===== config.mk =====
export PLATFORM = sky130hd
export DESIGN_NAME = servo_pwm_gen
export DESIGN_NICKNAME = d
export VERILOG_FILES = /design/src/rtl/servo_pwm_gen.sv
export SDC_FILE = /design/constraint.sdc
export NUM_CORES = 1
export LEC_CHECK = 0
export ABC_AREA = 1
export BUFFER_PORTS_ARGS = -buffer_cell sky130_fd_sc_hd__buf_4
export CORE_UTILIZATION = 35
export CTS_CLUSTER_DIAMETER = 60
export CTS_CLUSTER_SIZE = 30
export DETAILED_ROUTE_END_ITERATION = 10
export PLACE_DENSITY = 0.61
export SKIP_LAST_GASP = 1
export SYNTH_ARGS = -nofsm -noshare
export SYNTH_HDL_FRONTEND = slang
export SYNTH_SLANG_ARGS = --single-unit

===== constraint.sdc =====
create_clock -name clk -period 2.8 [get_ports clk]
set_input_delay 0.56 -clock clk [delete_from_list [all_inputs] [get_ports clk]]
set_output_delay 0.56 -clock clk [all_outputs]
set_load 0.03 [all_outputs]

===== src/rtl/servo_pwm_gen.sv =====
// rtl/servo_pwm_gen.sv - fixed-period servo PWM generator driven by an 8-bit position
module servo_pwm_gen #(
  parameter int TICK_DIV     = 50,
  parameter int PERIOD_TICKS = 20000,
  parameter int MIN_PULSE    = 1000,
  parameter int STEP         = 4
) (
  input  logic       clk,
  input  logic       rst,
  input  logic       enable,
  input  logic [7:0] pos,
  output logic       pwm_out,
  output logic       frame_start,
  output logic [7:0] pos_latched,
  output logic       active
);

  typedef enum logic [0:0] {IDLE = 1'b0, RUN = 1'b1} state_t;

  localparam logic [15:0] DIV_LAST    = 16'(TICK_DIV - 1);
  localparam logic [15:0] PERIOD_LAST = 16'(PERIOD_TICKS - 1);
  localparam logic [16:0] PULSE_MAX   = 17'(PERIOD_TICKS - 1);
  localparam logic [16:0] MIN_W       = 17'(MIN_PULSE);
  localparam logic [16:0] STEP_W      = 17'(STEP);
  localparam logic [7:0]  POS_RESET   = 8'd45;

  // High time in ticks for a position, clamped so the pulse always ends inside the frame
  function automatic logic [16:0] pulse_of(input logic [7:0] p);
    logic [16:0] raw;
    raw = MIN_W + (17'(p) * STEP_W);
    if (raw > PULSE_MAX) raw = PULSE_MAX;
    return raw;
  endfunction

  state_t      state, state_n;
  logic [15:0] presc, presc_n;
  logic [15:0] tcnt, tcnt_n;
  logic [7:0]  pos_l_n;
  logic        fs_n, pwm_n;
  logic        tick, frame_end;
  logic [16:0] pulse_cur, pulse_new;

  assign pulse_cur = pulse_of(pos_latched);
  assign pulse_new = pulse_of(pos);
  assign tick      = (state == RUN) && (presc == DIV_LAST);
  assign frame_end = tick && (tcnt == PERIOD_LAST);
  assign active    = (state == RUN);

  // State and datapath registers; reset forces the pin low immediately
  always_ff @(posedge clk or posedge rst) begin
    if (rst) begin
      state       <= IDLE;
      presc       <= 16'd0;
      tcnt        <= 16'd0;
      pos_latched <= POS_RESET;
      frame_start <= 1'b0;
      pwm_out     <= 1'b0;
    end else begin
      state       <= state_n;
      presc       <= presc_n;
      tcnt        <= tcnt_n;
      pos_latched <= pos_l_n;
      frame_start <= fs_n;
      pwm_out     <= pwm_n;
    end
  end

  // Next-state: frames restart back-to-back; enable and pos only matter at frame boundaries
  always_comb begin
    state_n = state;
    presc_n = presc;
    tcnt_n  = tcnt;
    pos_l_n = pos_latched;
    fs_n    = 1'b0;
    pwm_n   = 1'b0;
    case (state)
      IDLE: begin
        presc_n = 16'd0;
        tcnt_n  = 16'd0;
        if (enable) begin
          state_n = RUN;
          pos_l_n = pos;
          fs_n    = 1'b1;
          pwm_n   = (pulse_new != 17'd0);
        end
      end
      RUN: begin
        presc_n = tick ? 16'd0 : presc + 16'd1;
        if (frame_end) begin
          tcnt_n = 16'd0;
          if (enable) begin
            pos_l_n = pos;
            fs_n    = 1'b1;
            pwm_n   = (pulse_new != 17'd0);
          end else begin
            state_n = IDLE;
          end
        end else begin
          if (tick) tcnt_n = tcnt + 16'd1;
          pwm_n = ({1'b0, tcnt_n} < pulse_cur);
        end
      end
      default: state_n = IDLE;
    endcase
  end

endmodule


After elaboration in Yosys (flattened, before gate mapping)
Index checks and enable logic that the tools add are counted.
{"block": "totals", "register_bits": 43, "inputBits": 11, "out_inout_bits": 11, "wordCells": 40}
{"block": "op_classes", "n_addsub": 4, "order_cmp": 3, "n_eq_ne": 3, "mux": 20, "n_bitwise": 1, "reduce_logical": 3}
{"cell": "two-way mux 16 bit", "count": 5}
{"cell": "one-hot mux 16 bit (2 select lines)", "count": 2}
{"cell": "adder 16 x 1 -> 16 bit (second input constant)", "count": 2}
{"cell": "greater-than comparator 11 x 15 -> 1 bit (second input constant)", "count": 2}
{"cell": "two-way mux 15 bit", "count": 2}
{"cell": "adder 10 x 10 -> 11 bit (first input constant)", "count": 2}
{"cell": "nonzero test 17 bit", "count": 1}
{"cell": "== test 16 x 15 -> 1 bit (second input constant)", "count": 1}
{"cell": "== test 16 x 6 -> 1 bit (second input constant)", "count": 1}
{"cell": "< comparator 16 x 15 -> 1 bit", "count": 1}
{"cell": "two-way mux 8 bit", "count": 2}
{"cell": "one-hot mux 8 bit (2 select lines)", "count": 1}
{"cell": "one-hot mux 1 bit (2 select lines)", "count": 3}
{"cell": "two-way mux 1 bit", "count": 5}
{"cell": "logical AND 1 bit", "count": 2}
{"cell": "inequality test 2 x 1 -> 1 bit (second input constant)", "count": 1}
{"cell": "inverter 1 bit", "count": 1}

Longest topological paths before layout
Gate-level depths: netlist of the first run.
{"block": "depth", "depth_word": 8, "depth_mapped": 17}

Worst setup path before layout of the first run
OpenSTA, ideal clock, no wires.
{"block": "synth_path", "path_type": "flip-flop to flip-flop", "startpoint": "register presc[1]", "endpoint": "register pwm_out", "t_arrival_ns": 2.180, "required_ns": 2.735, "slack_ns": 0.555, "stages_incl_launch_ff": 18, "n_path_buf": 0, "path_cell_list": "dfrtp_1 -> inv_1 -> ha_1 -> nand4_1 -> nor2_2 -> nand3_4 -> clkinv_4 -> nand2_1 -> xor2_1 -> inv_1 -> ha_1 -> a21oi_1 -> nor2_1 -> a211oi_1 -> nand2_1 -> nand2_1 -> nand2_1 -> nand2_1"}
{"block": "synth_between", "elab_chain_cells": 8, "word_cells_on_any_way": 9}
{"element": "start, declared", "line_no": "36", "source": "logic [15:0] presc, presc_n;"}
{"element": "start signal, assigned", "line_no": "60", "source": "presc <= presc_n;"}
{"element": "== test 16 x 6 -> 1 bit (*)", "line_no": "45", "source": "assign tick = (state == RUN) && (presc == DIV_LAST);"}
{"element": "logical AND 1 bit (*)", "line_no": "45"}
{"element": "two-way mux 16 bit", "line_no": "99", "source": "if (tick) tcnt_n = tcnt + 16'd1;"}
{"element": "two-way mux 16 bit", "line_no": "89", "source": "if (frame_end) begin"}
{"element": "two-way mux 16 bit", "line_no": "76", "source": "case (state)"}
{"element": "< comparator 16 x 15 -> 1 bit", "line_no": "100", "source": "pwm_n = ({1'b0, tcnt_n} < pulse_cur);"}
{"element": "two-way mux 1 bit (*)", "line_no": "89"}
{"element": "one-hot mux 1 bit (2 select lines) (*)", "line_no": "76"}
{"element": "net pwm_n", "line_no": "39", "source": "logic fs_n, pwm_n;"}
{"element": "end signal, assigned", "line_no": "64", "source": "pwm_out <= pwm_n;"}
{"element": "end, declared", "line_no": "12", "source": "output logic pwm_out,"}
The timed path passes the listed nets; every way through them passes the cells marked *. The select of a mux whose other input is x is not followed.
A chain may end at the register's enable or synchronous reset.

Worst setup path after layout of the first run
Same ends and word-level chain as after synthesis.

==> impl_metrics.ini, run 1 <==
[critical_path]
crit_fanout = 9
rr_worst_depth = 15
worst_ep_required_time_ns = 3.03
path_buf_inv = 2
critPathLaunchType = register
slowest_stage = dfrtp_1
crit_path_end_kind = register
timing.rr.end = pwm_out
max_stage_delay_ns = 0.41
criticalPathCategory = register to register
cp.arrival_ns = 2.76
path_delay_family = simple AND/OR/NAND/NOR gates
cp_cell_sequence = inv_1, ha_1, nand4_1, nor2_4, nand3_4, nor3_1, xor2_1, inv_1, ha_1, a21o_1, nand3_1, nand3_1, nor2_1, nand2_1, nand2_1
rrSetupSlack_ns = 0.27
r2r-start = presc[1]

[drt]
wl_per_cell_um = 11.92
routed_wl_um = 5649
drc = 0
drt_iter0_drc = 147
vias = 2180
avgViaCountPerCell = 4.599
drt_first_pass_iters = 4
ant_nets = 0

[grt]
grt_max_degree = 19
grt_pass1_wl_um = 9701
grt_pass1_vias = 2185
grt_usage = 0.1588
grt-ovfl-total = 0
antenna_found_initial = 0

[pwr]
irDropWorstVdd_mv = 0.2154
leakagePower_nw = 1.570
p_seq_frac = 0.577
pwr-share-comb = 0.071
power_mw = 1.104
switching_share = 0.2435
p_switching_mw = 0.2688
clockPowerShare = 0.353
p_int_mw = 0.8350
p_per_area_nw_per_um2 = 362.3

[timing]
finalClockSkew_ns = 0.01069
setup_viol = 0
clock.fmax_ghz = 0.3951
maxSlewHeadroom = 0.6426
fin_crit_sh = 0.9039
drv_slew = 0
worst_pin_slew_ns = 0.5329
fin_ws_ns = 0.2691
fin_crit_ns = 2.531
hold_viol = 0
tns_ns = 0
grt_setup_unrepaired = no

[synth]
avgSynthCellArea_um2 = 7.734
synth.distinct_cells = 34
synth-warning-count = 0
synth_cells = 342
ys_async_sr_fraction = 1.000
netlist_area_um2 = 2645
yosysSeqAreaShare = 0.4087
synth-main-ff-cell = dfrtp_1
ys_seq_elements = 43
syn-num-nets = 365
synth-edff-count = 0

[placed_design]
numPortBuffers = 21
place_inst = 462
gp_congestion = 0.8560
placed_cell_area_um2 = 2927
hpwl_um = 4308
post-place-ws_ns = 0.2640

[cells_and_area]
post_route_cells_drive_above_1_share = 0.1653
stdcell_area_um2 = 3047
area_growth_pct = 15.18
layout_commonest_cell = nand2_1
final_nets = 397
fin_cells = 474
mostFrequentLayoutCells = nand2_1 (83), inv_1 (47), nor2_1 (47)
antenna_cells = 0

[worst_hold_path]
hp-class = input pin to asynchronous set/reset pin

[cts]
path_clk_slew_ns = 0.09
cts.path.max_buffers = 2
clk_latency_ns = 0.30
root_buffer = clkbuf_8
cts_buffers = 5
hold_buffers = 0
h-tree-depth = 2
cts_sinks = 43
cts_tree = built

[floorplan]
fp.coreArea_um2 = 7292
row_count = 31
die_h_um = 88.93
dieArea_um2 = 7909
io_pins = 22
initial_core_util = 0.3627
fp.dieW_um = 88.93

[status]
status = complete, no violations

[job]
cap_violations = 0
[final cells by class]
type | instances | area [um^2]
clock inverter | 2 | 12.51
clock buffer | 6 | 72.57
tap | 99 | 123.9
multi-input combinational | 243 | 1346
fill | 777 | 4245
sequential | 43 | 1081
timing repair buffer | 27 | 202.7
inverter | 54 | 207.7
[timing repair]
action                                  CTS  global route
endpoints found under the hold margin     0             0
buffers inserted                          0             4
endpoints found under the setup margin    0             1
gates resized for setup                   0             1
[sequential cells by signal, summed over array words and instances (netlist names)]
signal       count
tcnt            16
active           1
frame_start      1
pwm_out          1
pos_latched      8
presc           16
[cell families after synthesis]
| logic type | synth area share |
|---|---|
| adder cells (fa/ha/maj) | 0.05676 |
| XOR/XNOR | 0.05960 |
| flip-flops | 0.4087 |
| AO/OA/AOI/OAI | 0.05109 |
| buffers and inverters | 0.08420 |
| AND/OR/NAND/NOR | 0.3396 |
[synth_stat cells, types with 3 or more instances]
cell type / count / area (um^2)
nor3_2: 3 / 30.03
xor2_1: 17 / 148.9
ha_1: 12 / 150.1
nor3_1: 11 / 55.05
inv_2: 3 / 11.26
dfrtp_1: 39 / 975.9
nand2_2: 5 / 31.28
nand2_4: 3 / 33.78
a21oi_1: 10 / 50.05
nand4_1: 8 / 50.05
nand2_1: 83 / 311.6
dfstp_2: 4 / 105.1
nand3_1: 18 / 90.09
o21ai_1: 4 / 20.02
nor2_1: 47 / 176.4
nor2_2: 4 / 25.02
o21ai_0: 5 / 25.02
inv_1: 48 / 180.2
[metal layers]
| metal | part of all wire | vias up | track usage |
|---|---|---|---|
| li1 | - | 1136 | - |
| met1 | 0.50 | 995 | 0.2103 |
| met2 | 0.46 | 41 | 0.2671 |
| met3 | 0.030 | 8 | 0.01939 |
| met4 | 0.018 | 0 | 0.06061 |
| met5 | 0 | - | 0 |
[through the flow]
stage | util | hold WS [ns]
floorplan | - | 0.4608
global placement | 0.4013 | 0.4684
detailed placement | 0.4013 | 0.4727
CTS | 0.4130 | 0.2323
global route | 0.4178 | 0.2487
finish | 0.4178 | 0.2323
[worst max path at each step]
stage	slack (ns)	from	end	cells after the start
after floorplan	0.55	presc[1]	pwm_out	17
after global placement	0.34	presc[1]	pwm_out	15
after detailed placement	0.26	presc[1]	pwm_out	15
after CTS	0.20	presc[1]	pwm_out	15
after global routing	0.04	presc[1]	pwm_out	17
final	0.27	presc[1]	pwm_out	15
[power by group through the flow]
stage	registers, mW	clock network [mW]	logic (mW)
final	0.637	0.389	0.0780
after global routing	0.638	0.430	0.0890
after CTS	0.636	0.411	0.0801
after detailed placement	0.648	0	0.0798
after global placement	0.649	0	0.0786
after floorplan	0.661	0	0.0344
No activity file was read; power rests on OpenSTA's default activity.
==> run 2, diff against run 1 <==
Settings changed: PLACE_DENSITY 0.61 to 0.63.
Clock period 2.8 ns to 2.1 ns, I/O delays scaled along.
==> run 2 against run 1 <==
  * The run now ends with negative setup slack left
  * Clock-buffer cell count unchanged
  * Sequential share of layout area down 5.5 points
  * Power up 47%
  * Via count up 11%
  * Worst setup slack worse by 0.55 ns
  * Maximum frequency up 6.2%
  * Critical path type unchanged
  * Largest cell class unchanged
  * Wire length up 12%
  * Core utilization up 7.6 points
  * Worst hold slack better by 0.0087 ns
==> impl_metrics.ini, run 2 (synthesis results as in run 1) <==
[placed_design]
placed_cell_area_um2 = 3234
numPortBuffers = 21
hpwl_um = 4487
gp_congestion = 0.8829

[floorplan]
fp.coreArea_um2 = 7292
dieArea_um2 = 7909
row_count = 31
fp.dieW_um = 88.93
die_h_um = 88.93
io_pins = 22
initial_core_util = 0.3627

[cells_and_area]
layout_commonest_cell = nand2_1
multiInputGateArea_um2 = 1449
stdcell_area_um2 = 3601
largest_registers = presc: 16 flops, tcnt: 16 flops, pos_latched: 8 flops
area_growth_pct = 36.14
antenna_cells = 0
regArea_um2 = 1081
fill_cells = 719
final_nets = 452
mostFrequentLayoutCells = nand2_1 (81), buf_4 (77), inv_1 (46), nor2_1 (46), dfrtp_1 (39)
post_route_cells_drive_above_1_share = 0.3116

[cts]
path_clk_slew_ns = 0.08
cts.path.max_buffers = 2
hold_buffers = 0
root_buffer = clkbuf_8
clk_latency_ns = 0.30
cts_buffers = 5
h-tree-depth = 2
cts_sinks = 43
cts_tree = built

[drt]
route.met2.wl_um = 3133
drt_first_pass_iters = 4
wl_met1_um = 2898
drc = 0
vias = 2421
met3_wirelength_um = 175
top_layer_used = met4
routed_wl_um = 6299
avgViaCountPerCell = 4.577
ant_nets = 0
drt_iter0_drc = 119
wl_per_cell_um = 11.91

[critical_path]
crit_fanout = 6
worst_ep_required_time_ns = 2.33
max_stage_delay_ns = 0.39
cp.arrival_ns = 2.62
crit_path_frequent_cell = nand2_1
crit_path_end_kind = register
criticalPathCategory = register to register
critPathLaunchType = register
cp_cell_sequence = inv_1, ha_2, nand4_1, nor2_2, nand3_4, nor4_4, nand2_1, xor2_1, inv_1, ha_1, inv_1, nand2_1, nor2_2, nand3_1, nor2_1, nand2_1, nand2_1
slowest_stage = dfrtp_1
path_buf_inv = 3
path_delay_family = simple AND/OR/NAND/NOR gates

[timing]
fin_crit_sh = 1.135
maxSlewHeadroom = 0.6285
fin_worst_hold_slack_ns = 0.2410
fin_ws_ns = -0.2829
hold_viol = 0
fin_crit_ns = 2.383
worst_pin_slew_ns = 0.5573
finalClockSkew_ns = 0.01385
drv_slew = 0
grt_setup_unrepaired = yes
setup_viol = 2
clock.fmax_ghz = 0.4197

[pwr]
p_per_area_nw_per_um2 = 449.2
irDropWorstVdd_mv = 0.3803
power_mw = 1.618
leakagePower_nw = 1.840

[grt]
grt_pass1_vias = 2348
grt-ovfl-total = 0
grt_pass1_wl_um = 10550
grt_usage = 0.1755
antenna_found_initial = 0
grt_max_degree = 44

[job]
cap_violations = 0

[worst_hold_path]
hp-class = input pin to asynchronous set/reset pin

[status]
violations = negative setup slack
status = complete, but fails checks
## run 2: through the flow
step	setup slack, ns	TNS (ns)	cells	util
2_1_floorplan	-0.1454	-0.1454	342	-
6_report	-0.2829	-0.2966	529	0.4938
4_1_cts	-0.3034	-1.675	519	0.4744
5_1_grt	-0.5139	-2.530	529	0.4938
3_5_place_dp	-0.2665	-0.2665	503	0.4435
3_3_place_gp	-0.1649	-0.1649	503	0.4435
## run 2: cell type report
class	count	share of cell area
multi-input cells	244	0.4024
flip-flops and latches	43	0.3002
repair buffers	81	0.1730
inverters	54	0.05942
well taps	99	0.03440
clock buffers	6	0.02015
clock inverters	2	0.01042
## run 2: power by group
part	internal (mW)	switching, mW	leakage (nW)
registers	0.839	0.00847	0.555
logic	0.0453	0.0687	1.23
clock network	0.355	0.300	0.0514
## run 2: path summary, 6_finish.rpt
path	endpoint	start	slack [ns]	cells past startpoint
min in group clk	pos_latched[2]	pos[2]	0.32	3
min	frame_start	rst	0.24	3
max reg2reg	pwm_out	presc[1]	-0.28	17
max	pwm_out	presc[1]	-0.28	17
min reg2reg	pos_latched[0]	pos_latched[0]	0.48	2
max in group asynchronous	pos_latched[5]	rst	1.46	3
## run 2: per-layer routing
| metal | up-vias | track usage |
|---|---|---|
| met3 | 8 | 0.02216 |
| li1 | 1246 | - |
| met1 | 1134 | 0.2251 |
| met4 | 0 | 0.05628 |
| met5 | - | 0 |
| met2 | 33 | 0.3084 |
## run 2: tightest hold or removal path: stages
cell      delay, ns
buf_4          0.11
clkinv_1       0.03
buf_4          0.44
## run 2: what timing repair did
item	in CTS	in global routing
resized for setup	11	17
buffers inserted	8	9
pin swaps	14	11
endpoints found under the setup margin	1	26
gates cloned	0	1
==> run 3, diff against run 2 <==
Settings changed: PLACE_DENSITY 0.63 to 0.61.
Clock period 2.1 ns to 2.5 ns, I/O delays scaled along.
==> run 3 against run 2 <==
  * The flow now finishes without violations
  * Sequential share of layout area rose by 3.1 points
  * Core utilization fell by 4.6 points
  * Die area did not move
  * Power fell by 15%
  * Critical path type unchanged
  * Critical endpoint unchanged
  * Highest routed layer unchanged
==> impl_metrics.ini, run 3 (synthesis results as in run 1) <==
[status]
status = complete, no violations

[drt]
top_layer_used = met4
vias = 2257
routed_wl_um = 5960
wl_met1_um = 2885
avgViaCountPerCell = 4.683
met3_wirelength_um = 160
route.met2.wl_um = 2827
wl_per_cell_um = 12.37
drc = 0
ant_nets = 0
drt_first_pass_iters = 4
drt_iter0_drc = 133

[cells_and_area]
post_route_cells_drive_above_1_share = 0.2402
fill_cells = 752
final_nets = 405
area_growth_pct = 23.42
mostFrequentLayoutCells = nand2_1 (79), nor2_1 (46), inv_1 (44)
largest_registers = presc: 16 flops, tcnt: 16 flops, pos_latched: 8 flops
antenna_cells = 0
final_util = 0.4477
layout_commonest_cell = nand2_1

[grt]
grt_max_degree = 23
grt-ovfl-total = 0
grt_pass1_vias = 2155
grt_usage = 0.1649
antenna_found_initial = 0
grt_pass1_wl_um = 9915

[critical_path]
crit_fanout = 6
path_depth = 18
cp.arrival_ns = 2.71
critPathLaunchType = register
crit_path_end_kind = register
path_buf_inv = 4
cp_cell_sequence = inv_1, ha_2, nand4_1, nor2_2, nand3_4, buf_12, clkinv_4, nand2_2, xor2_2, inv_2, ha_4, a21oi_2, nor2_1, a211oi_1, nand2_1, nand2_1, nand2_1, nand2_1
max_stage_delay_ns = 0.41
criticalPathCategory = register to register
slowest_stage = dfrtp_1
crit_path_frequent_cell = nand2_1
worst_ep_required_time_ns = 2.74
rr_worst_depth = 18
path_delay_family = simple AND/OR/NAND/NOR gates

[cts]
cts_sinks = 43
path_clk_slew_ns = 0.10
cts_buffers = 5
hold_buffers = 0
root_buffer = clkbuf_8
h-tree-depth = 2
cts.path.max_buffers = 2
clk_latency_ns = 0.31
cts_tree = built

[floorplan]
io_pins = 22
row_count = 31
fp.coreArea_um2 = 7292
initial_core_util = 0.3627
die_h_um = 88.93
dieArea_um2 = 7909
fp.dieW_um = 88.93

[timing]
grt_setup_unrepaired = yes
tns_ns = 0
setup_viol = 0
clock.fmax_ghz = 0.4043
fin_crit_sh = 0.9893
fin_crit_ns = 2.473
finalClockSkew_ns = 0.01834
fin_ws_ns = 0.02664
drv_slew = 0
maxSlewHeadroom = 0.4687
worst_pin_slew_ns = 0.7921
hold_viol = 0

[pwr]
p_per_area_nw_per_um2 = 421.0
p_seq_frac = 0.519
power_mw = 1.374
switching_share = 0.2396
leakagePower_nw = 1.622
clockPowerShare = 0.411
p_switching_mw = 0.3293
pwr-share-comb = 0.070
irDropWorstVdd_mv = 0.3225
p_int_mw = 1.045

[placed_design]
numPortBuffers = 21
post-place-ws_ns = 0.02793
hpwl_um = 4454
gp_congestion = 0.8785

[job]
cap_violations = 0

[worst_hold_path]
hp-class = input pin to asynchronous set/reset pin
run 3: repair_timing:
action | in CTS | in global routing
endpoints found under the hold margin | 0 | 0
resized for setup | 0 | 23
endpoints found under the setup margin | 1 | 1
buffers inserted | 3 | 4
pin swaps | 1 | 14
run 3: per-stage QoR:
stage | hold slack [ns] | cell area [um^2] | std cells
floorplan | 0.4608 | 2645 | 342
global placement | 0.4703 | 2964 | 467
detailed placement | 0.4822 | 2964 | 467
CTS | 0.2577 | 3102 | 478
global route | 0.2647 | 3264 | 482
finish | 0.2377 | 3264 | 482
run 3: power by group through the flow:
stage          registers, mW  logic, mW  clock network [mW]
2_1_floorplan          0.740     0.0385                   0
3_3_place_gp           0.727     0.0881                   0
3_5_place_dp           0.727     0.0897                   0
4_1_cts                0.713     0.0902               0.579
6_report               0.713     0.0961               0.565
5_1_grt                0.715      0.107               0.615
run 3: worst paths after layout:
| path | to | slack [ns] | startpoint |
|---|---|---|---|
| min in group clk | pos_latched[1] | 0.39 | pos[1] |
| hold reg to reg | pos_latched[0] | 0.49 | pos_latched[0] |
| hold / removal | presc[14] | 0.24 | rst |
| setup / recovery | pwm_out | 0.03 | presc[1] |
| max in group asynchronous | tcnt[7] | 1.65 | rst |
| setup reg to reg | pwm_out | 0.03 | presc[1] |
run 3: per-layer routing:
layer  up-vias  track usage
li1       1152            -
met1      1055       0.2138
met2        44       0.2804
met3         6      0.02770
met4         0      0.05628
met5         -            0
run 3: area by class of cell:
| cell class | count | area (um^2) | share of cell area |
|---|---|---|---|
| well taps | 99 | 123.9 | 0.03795 |
| multi-input cells | 243 | 1456 | 0.4461 |
| inverters | 54 | 207.7 | 0.06363 |
| clock buffers | 5 | 68.82 | 0.02108 |
| clock inverters | 3 | 46.29 | 0.01418 |
| flip-flops and latches | 43 | 1082 | 0.3315 |
| repair buffers | 35 | 279.0 | 0.08547 |
